**src/rtl/prog_ram_pkg.sv**
```systemverilog
// Shared types and default sizes for the program/data RAM.
package prog_ram_pkg;
  typedef enum logic [1:0] {ST_CLEAR, ST_IDLE, ST_LOAD} state_t;

  localparam int DEF_DATA_W = 8;
  localparam int DEF_ADDR_W = 4;
endpackage

```
**src/rtl/prog_ram_if.sv**
```systemverilog
// CPU access port and program-loader stream of prog_ram, bundled as one interface.
interface prog_ram_if
  import prog_ram_pkg::*;
#(
  parameter int DATA_W = DEF_DATA_W,
  parameter int ADDR_W = DEF_ADDR_W
);
  logic              mar_load;
  logic [ADDR_W-1:0] addr_in;
  logic              wr_en;
  logic [DATA_W-1:0] din;
  logic              rd_en;
  logic [DATA_W-1:0] dout;
  logic              dout_valid;
  logic              prog_start;
  logic [DATA_W-1:0] prog_data;
  logic              prog_valid;
  logic              prog_last;
  logic              prog_ready;
  logic              prog_done;
  logic              busy;

  // Loader handshake: a beat transfers on every rising edge where prog_valid
  // and prog_ready are both high; prog_data/prog_last are meaningful only then.
  modport master (
    output mar_load, addr_in, wr_en, din, rd_en,
    output prog_start, prog_data, prog_valid, prog_last,
    input  dout, dout_valid, prog_ready, prog_done, busy
  );

  modport slave (
    input  mar_load, addr_in, wr_en, din, rd_en,
    input  prog_start, prog_data, prog_valid, prog_last,
    output dout, dout_valid, prog_ready, prog_done, busy
  );
endinterface

```
**src/rtl/prog_ram_array.sv**
```systemverilog
// DEPTH x DATA_W storage: one synchronous write port, one read-first registered read port.
module ram_array #(
  parameter int DATA_W = 8,
  parameter int ADDR_W = 4
) (
  input  logic              clk,
  input  logic              i_we,
  input  logic [ADDR_W-1:0] i_waddr,
  input  logic [DATA_W-1:0] i_wdata,
  input  logic              i_re,
  input  logic [ADDR_W-1:0] i_raddr,
  output logic [DATA_W-1:0] o_rdata
);
  localparam int DEPTH = 2 ** ADDR_W;

  logic [DATA_W-1:0] r_mem [DEPTH];
  logic [DATA_W-1:0] r_rdata;

  // Read samples the pre-write contents, so a same-address write is seen next cycle.
  always_ff @(posedge clk) begin
    if (i_we) r_mem[i_waddr] <= i_wdata;
    if (i_re) r_rdata <= r_mem[i_raddr];
  end

  assign o_rdata = r_rdata;
endmodule

```
**src/rtl/prog_ram.sv**
```systemverilog
// Program/data RAM with MAR, post-reset clear sweep and streaming program loader.
module prog_ram
  import prog_ram_pkg::*;
#(
  parameter int                DATA_W    = DEF_DATA_W,
  parameter int                ADDR_W    = DEF_ADDR_W,
  parameter logic [DATA_W-1:0] CLEAR_VAL = '0
) (
  input  logic       clk,
  input  logic       rst,
  prog_ram_if.slave  bus,
  output state_t     o_state
);
  localparam int                DEPTH     = 2 ** ADDR_W;
  localparam logic [ADDR_W-1:0] LAST_ADDR = ADDR_W'(DEPTH - 1);

  state_t            r_state, w_next;
  logic [ADDR_W-1:0] r_ptr, w_ptr_next;
  logic [ADDR_W-1:0] r_mar, w_mar_next;
  logic [ADDR_W-1:0] w_eff_addr, w_waddr;
  logic [DATA_W-1:0] w_wdata, w_rdata;
  logic              w_we, w_re, w_done_next;
  logic              r_rd_valid, r_has_data, r_done;

  assign w_eff_addr = bus.mar_load ? bus.addr_in : r_mar;

  always_comb begin
    w_next      = r_state;
    w_ptr_next  = r_ptr;
    w_mar_next  = r_mar;
    w_we        = 1'b0;
    w_re        = 1'b0;
    w_waddr     = w_eff_addr;
    w_wdata     = bus.din;
    w_done_next = 1'b0;
    case (r_state)
      ST_CLEAR: begin
        w_we       = 1'b1;
        w_waddr    = r_ptr;
        w_wdata    = CLEAR_VAL;
        w_ptr_next = r_ptr + 1'b1;
        if (r_ptr == LAST_ADDR) w_next = ST_IDLE;
      end
      ST_IDLE: begin
        // A load request wins the cycle; any CPU access alongside it is dropped.
        if (bus.prog_start) begin
          w_ptr_next = '0;
          w_next     = ST_LOAD;
        end else begin
          if (bus.mar_load) w_mar_next = bus.addr_in;
          w_we = bus.wr_en;
          w_re = bus.rd_en;
        end
      end
      ST_LOAD: begin
        if (bus.prog_valid) begin
          w_we       = 1'b1;
          w_waddr    = r_ptr;
          w_wdata    = bus.prog_data;
          w_ptr_next = r_ptr + 1'b1;
          if (bus.prog_last) begin
            w_next      = ST_IDLE;
            w_done_next = 1'b1;
          end
        end
      end
      default: w_next = ST_CLEAR;
    endcase
  end

  always_ff @(posedge clk) begin
    if (rst) begin
      r_state    <= ST_CLEAR;
      r_ptr      <= '0;
      r_mar      <= '0;
      r_rd_valid <= 1'b0;
      r_has_data <= 1'b0;
      r_done     <= 1'b0;
    end else begin
      r_state    <= w_next;
      r_ptr      <= w_ptr_next;
      r_mar      <= w_mar_next;
      r_rd_valid <= w_re;
      r_done     <= w_done_next;
      if (w_re) r_has_data <= 1'b1;
    end
  end

  // The array's read register has no reset; dout reads as zero until the first read lands.
  ram_array #(.DATA_W(DATA_W), .ADDR_W(ADDR_W)) u_array (
    .clk     (clk),
    .i_we    (w_we & ~rst),
    .i_waddr (w_waddr),
    .i_wdata (w_wdata),
    .i_re    (w_re & ~rst),
    .i_raddr (w_eff_addr),
    .o_rdata (w_rdata)
  );

  assign bus.dout       = r_has_data ? w_rdata : '0;
  assign bus.dout_valid = r_rd_valid;
  assign bus.prog_ready = (r_state == ST_LOAD);
  assign bus.prog_done  = r_done;
  assign bus.busy       = (r_state != ST_IDLE);
  assign o_state        = r_state;
endmodule

```
**src/flat_wrapper.sv**
```systemverilog
// flat-port wrapper written by rule: the top's interface ports become plain ports
module prog_ram_flat import prog_ram_pkg::*;
#(
  parameter int                DATA_W    = DEF_DATA_W,
  parameter int                ADDR_W    = DEF_ADDR_W,
  parameter logic [DATA_W-1:0] CLEAR_VAL = '0
)
  (clk, rst, o_state, bus_mar_load, bus_addr_in, bus_wr_en, bus_din, bus_rd_en, bus_prog_start, bus_prog_data, bus_prog_valid, bus_prog_last, bus_dout, bus_dout_valid, bus_prog_ready, bus_prog_done, bus_busy);
  prog_ram_if #(.DATA_W(DATA_W), .ADDR_W(ADDR_W)) bus_i ();
  input  logic clk;
  input  logic rst;
  output state_t o_state;
  input wire logic [$bits(bus_i.mar_load)-1:0] bus_mar_load;
  input wire logic [$bits(bus_i.addr_in)-1:0] bus_addr_in;
  input wire logic [$bits(bus_i.wr_en)-1:0] bus_wr_en;
  input wire logic [$bits(bus_i.din)-1:0] bus_din;
  input wire logic [$bits(bus_i.rd_en)-1:0] bus_rd_en;
  input wire logic [$bits(bus_i.prog_start)-1:0] bus_prog_start;
  input wire logic [$bits(bus_i.prog_data)-1:0] bus_prog_data;
  input wire logic [$bits(bus_i.prog_valid)-1:0] bus_prog_valid;
  input wire logic [$bits(bus_i.prog_last)-1:0] bus_prog_last;
  output wire logic [$bits(bus_i.dout)-1:0] bus_dout;
  output wire logic [$bits(bus_i.dout_valid)-1:0] bus_dout_valid;
  output wire logic [$bits(bus_i.prog_ready)-1:0] bus_prog_ready;
  output wire logic [$bits(bus_i.prog_done)-1:0] bus_prog_done;
  output wire logic [$bits(bus_i.busy)-1:0] bus_busy;
  assign bus_i.mar_load = bus_mar_load;
  assign bus_i.addr_in = bus_addr_in;
  assign bus_i.wr_en = bus_wr_en;
  assign bus_i.din = bus_din;
  assign bus_i.rd_en = bus_rd_en;
  assign bus_i.prog_start = bus_prog_start;
  assign bus_i.prog_data = bus_prog_data;
  assign bus_i.prog_valid = bus_prog_valid;
  assign bus_i.prog_last = bus_prog_last;
  assign bus_dout = bus_i.dout;
  assign bus_dout_valid = bus_i.dout_valid;
  assign bus_prog_ready = bus_i.prog_ready;
  assign bus_prog_done = bus_i.prog_done;
  assign bus_busy = bus_i.busy;
  prog_ram #(.DATA_W(DATA_W), .ADDR_W(ADDR_W), .CLEAR_VAL(CLEAR_VAL)) u_core (.clk(clk), .rst(rst), .bus(bus_i), .o_state(o_state));
endmodule
```
**config.mk**
```make
export PLATFORM = sky130hd
export DESIGN_NAME = prog_ram_flat
export DESIGN_NICKNAME = d
export VERILOG_FILES = /design/src/rtl/prog_ram_pkg.sv /design/src/rtl/prog_ram_if.sv /design/src/rtl/prog_ram_array.sv /design/src/rtl/prog_ram.sv /design/src/flat_wrapper.sv
export SDC_FILE = /design/constraint.sdc
export NUM_CORES = 1
export LEC_CHECK = 0
export CORE_MARGIN = 2
export CORE_UTILIZATION = 40
export CTS_CLUSTER_SIZE = 16
export DETAILED_ROUTE_END_ITERATION = 10
export HOLD_SLACK_MARGIN = 0.03
export PLACE_DENSITY = 0.6
export SYNTH_ARGS = -nofsm -noshare
export SYNTH_HDL_FRONTEND = slang
export SYNTH_SLANG_ARGS = --single-unit
export TNS_END_PERCENT = 10
```
**constraint.sdc**
```tcl
create_clock -name clk -period 2.8 [get_ports clk]
set_input_delay 0.56 -clock clk [delete_from_list [all_inputs] [get_ports clk]]
set_output_delay 0.56 -clock clk [all_outputs]
set_load 0.02 [all_outputs]
```
==> impl_metrics.ini <==
[detailed_routing]
drtIter0Drc = 348
wl_per_cell_um = 19.5
antenna_left = 0
wl_um = 14600
num_vias = 3929
viasPerCell = 5.25
drc = 0
first_pass_iters = 4

[clock_network]
clock_latency_ps = 420
ctsHoldBuffers = 0
htree_levels = 4
cts_buffers = 17
clock-sinks = 149
post_cts_buffers = 0
cts_tree = built
clkTransAtPathRegs_ps = 50
cts_root_buffer = clkbuf_16
cts-resized-gates = 0
cts_buffer_depth = 2

[synthesis]
synth_xor_xnor_area_share_pct = 0.139
synthAdderAreaFrac_pct = 0.199
synth.avg_cell_area_um2 = 14.8
synth_top_area_share_pct = 64.9
synth_top_area_cell = edfxtp_1
syn_area_um2 = 6290
ys_seq_elements = 149
yosys.cell_types.count = 41
synth_top_family_by_area = multiplexers
synth_compound_area_share_pct = 8.62
synth_nets = 455
syn_inst = 426
synthSimpleGateAreaFrac_pct = 8.83
yosysWarningCount = 0
ys_seq_area_share_pct = 69.1
synth_area_leaders = edfxtp_1 (65%), mux2i_1 (10%), dfxtp_1 (4.1%)
synthMuxAreaShare_pct = 10.9

[die]
die-height_um = 129
start_util_pct = 41.2
core_area_um2 = 15300
row_count = 45
dieArea_um2 = 16700
io_pins = 42
die_w_um = 129

[min_path]
min_path_type = flip-flop to flip-flop

[global_routing]
grt_max_degree = 26
first_global_vias = 4013
overflow = 0
grt_pass1_wl_um = 22400
track_usage_pct = 18.6
antenna_found_initial = 0

[finish]
instances_no_fill = 748
layout-drive-gt1-share_pct = 18.1
layout.nets = 555
final_common_cell = edfxtp_1
final_cell_mix = edfxtp_1 (136), mux2i_1 (65), buf_4 (55), clkdlybuf4s50_1 (41), o22ai_1 (35)
antenna_cells = 0
area_delta_synth_final_pct = 25.0

[timing]
min_period_over_period_pct = 91.3
maxSlewViolCount = 0
hold_violations = 0
setup_viol = 0
finClkSkew_ps = 9.32
grt_setup_unrepaired = false
layout_min_cycle_time_ps = 2560
slew_headroom_pct = 54.3
fmax_mhz = 391
worst_pin_slew_ps = 684
fin_setup_tns_ps = 0

[power_and_ir_drop]
power.switching_mw = 0.979
ir_drop_mv = 0.416
power_density_nw_per_um2 = 605
comb_power_share_pct = 6.2
switching_share_pct = 20.6
seq_power_share_pct = 51.3
p_int_mw = 3.77
p_clk_share_pct = 42.5
leakage_nw = 2.97

[critical_path]
crit_fanout = 11
setup.worst_path.start_class = input pin
required_ps = 2960
endpoint_kind = flip-flop
worst-setup-path-type = input pin to flip-flop
crit_arrival_ps = 2710

[placed_design]
globalplace.congestion = 0.780
portBuffers = 41
hpwl_um = 9830
dp.cells = 718

[run_status]
outcome = finished, final reports clean

[flow_run]
cap_violations = 0
==> routing by layer <==
layer  part of all wire [%]  track usage, %
met3                    6.8            4.21
met5                      0               0
met2                     46            29.0
met4                    1.9            7.86
met1                     45            25.2
==> worst max-delay path, cell delays in order <==
cell and delay (ps):
clkdlybuf4s50_1 470, buf_4 210, nor3b_1 160, buf_4 150, o21ai_2 370, o22ai_1 240, or4_1 540
==> area by class of cell <==
class / count / area, µm²
Fill cell: 1306 / 7400
Sequential cell: 149 / 4340
Multi-Input combinational cell: 255 / 1800
Timing Repair Buffer: 101 / 923
Clock buffer: 20 / 437
Tap cell: 211 / 264
Clock inverter: 10 / 83.8
Inverter: 2 / 7.51
==> Yosys cell counts <==
cell type	number
or4_1	8
a31oi_1	2
clkinv_1	1
nor2_1	28
a22oi_1	1
xor2_1	1
nor4_1	2
and3b_1	3
o21ai_2	8
mux2i_4	1
o22ai_1	35
and3b_4	2
a2111o_1	1
clkbuf_1	8
inv_1	1
edfxtp_1	136
and3_1	3
nand2b_1	2
buf_6	7
ha_1	1
nor3_1	5
a211oi_1	4
dfxtp_1	13
o21ai_0	11
and2_1	8
nand3_1	4
nor4b_1	2
a41oi_1	1
nand2_1	16
buf_4	1
nand4b_1	2
a21oi_1	18
mux2_2	1
buf_2	2
nor2b_1	11
nor3b_1	4
buf_1	2
a221o_1	3
mux2i_1	65
nand4_1	1
o211ai_1	1
==> sequential cells by signal (all words and copies together) (netlist names) <==
name,cells
u_core.u_array.r_mem,128
u_core.u_array.o_rdata,8
u_core.r_mar,4
u_core.r_ptr,4
u_core.o_state,2
u_core.bus.dout_valid,1
u_core.bus.prog_done,1
u_core.r_has_data,1
==> per-stage QoR <==
stage                     power (mW)  hold WS, ps  cell area [µm²]  util, %  setup WS (ps)
final                           4.75          510             7860     51.5            243
after global routing            4.91          530             7860     51.5            127
after CTS                       4.79          511             7860     51.5            268
after detailed placement        2.78          504             7340     48.1           -178
after global placement          2.77          489             7340     48.1           -188
after floorplan                 2.65          467             6290        -            401
==> worst paths after layout <==
kind                                        start                     endpoint  slack (ps)  cells after the start
worst max-delay path                 bus_mar_load    u_core.u_array.o_rdata[2]         240                      7
worst min-delay path              u_core.r_mar[2]              u_core.r_mar[2]         510                      2
worst max register to register  u_core.o_state[1]  u_core.u_array.r_mem[15][5]         660                      5
worst min register to register    u_core.r_mar[2]              u_core.r_mar[2]         510                      2
==> power by group through the flow <==
| stage | combinational, mW | clock, mW | sequential [mW] |
|---|---|---|---|
| floorplan | 0.164 | 0 | 2.48 |
| global placement | 0.290 | 0 | 2.48 |
| finish | 0.293 | 2.02 | 2.44 |
| CTS | 0.296 | 2.05 | 2.44 |
| global route | 0.316 | 2.15 | 2.44 |
| detailed placement | 0.294 | 0 | 2.49 |
==> cells by family after synthesis <==
kind of cell,count (synthesis)
xor gates and xnor gates,1
AOI/OAI and AO/OA,85
DFF,149
and+or+nand+nor,101
buffers and inverters,22
adders and majority gates,1
muxes,67
Power figures use the tool's default switching activity.
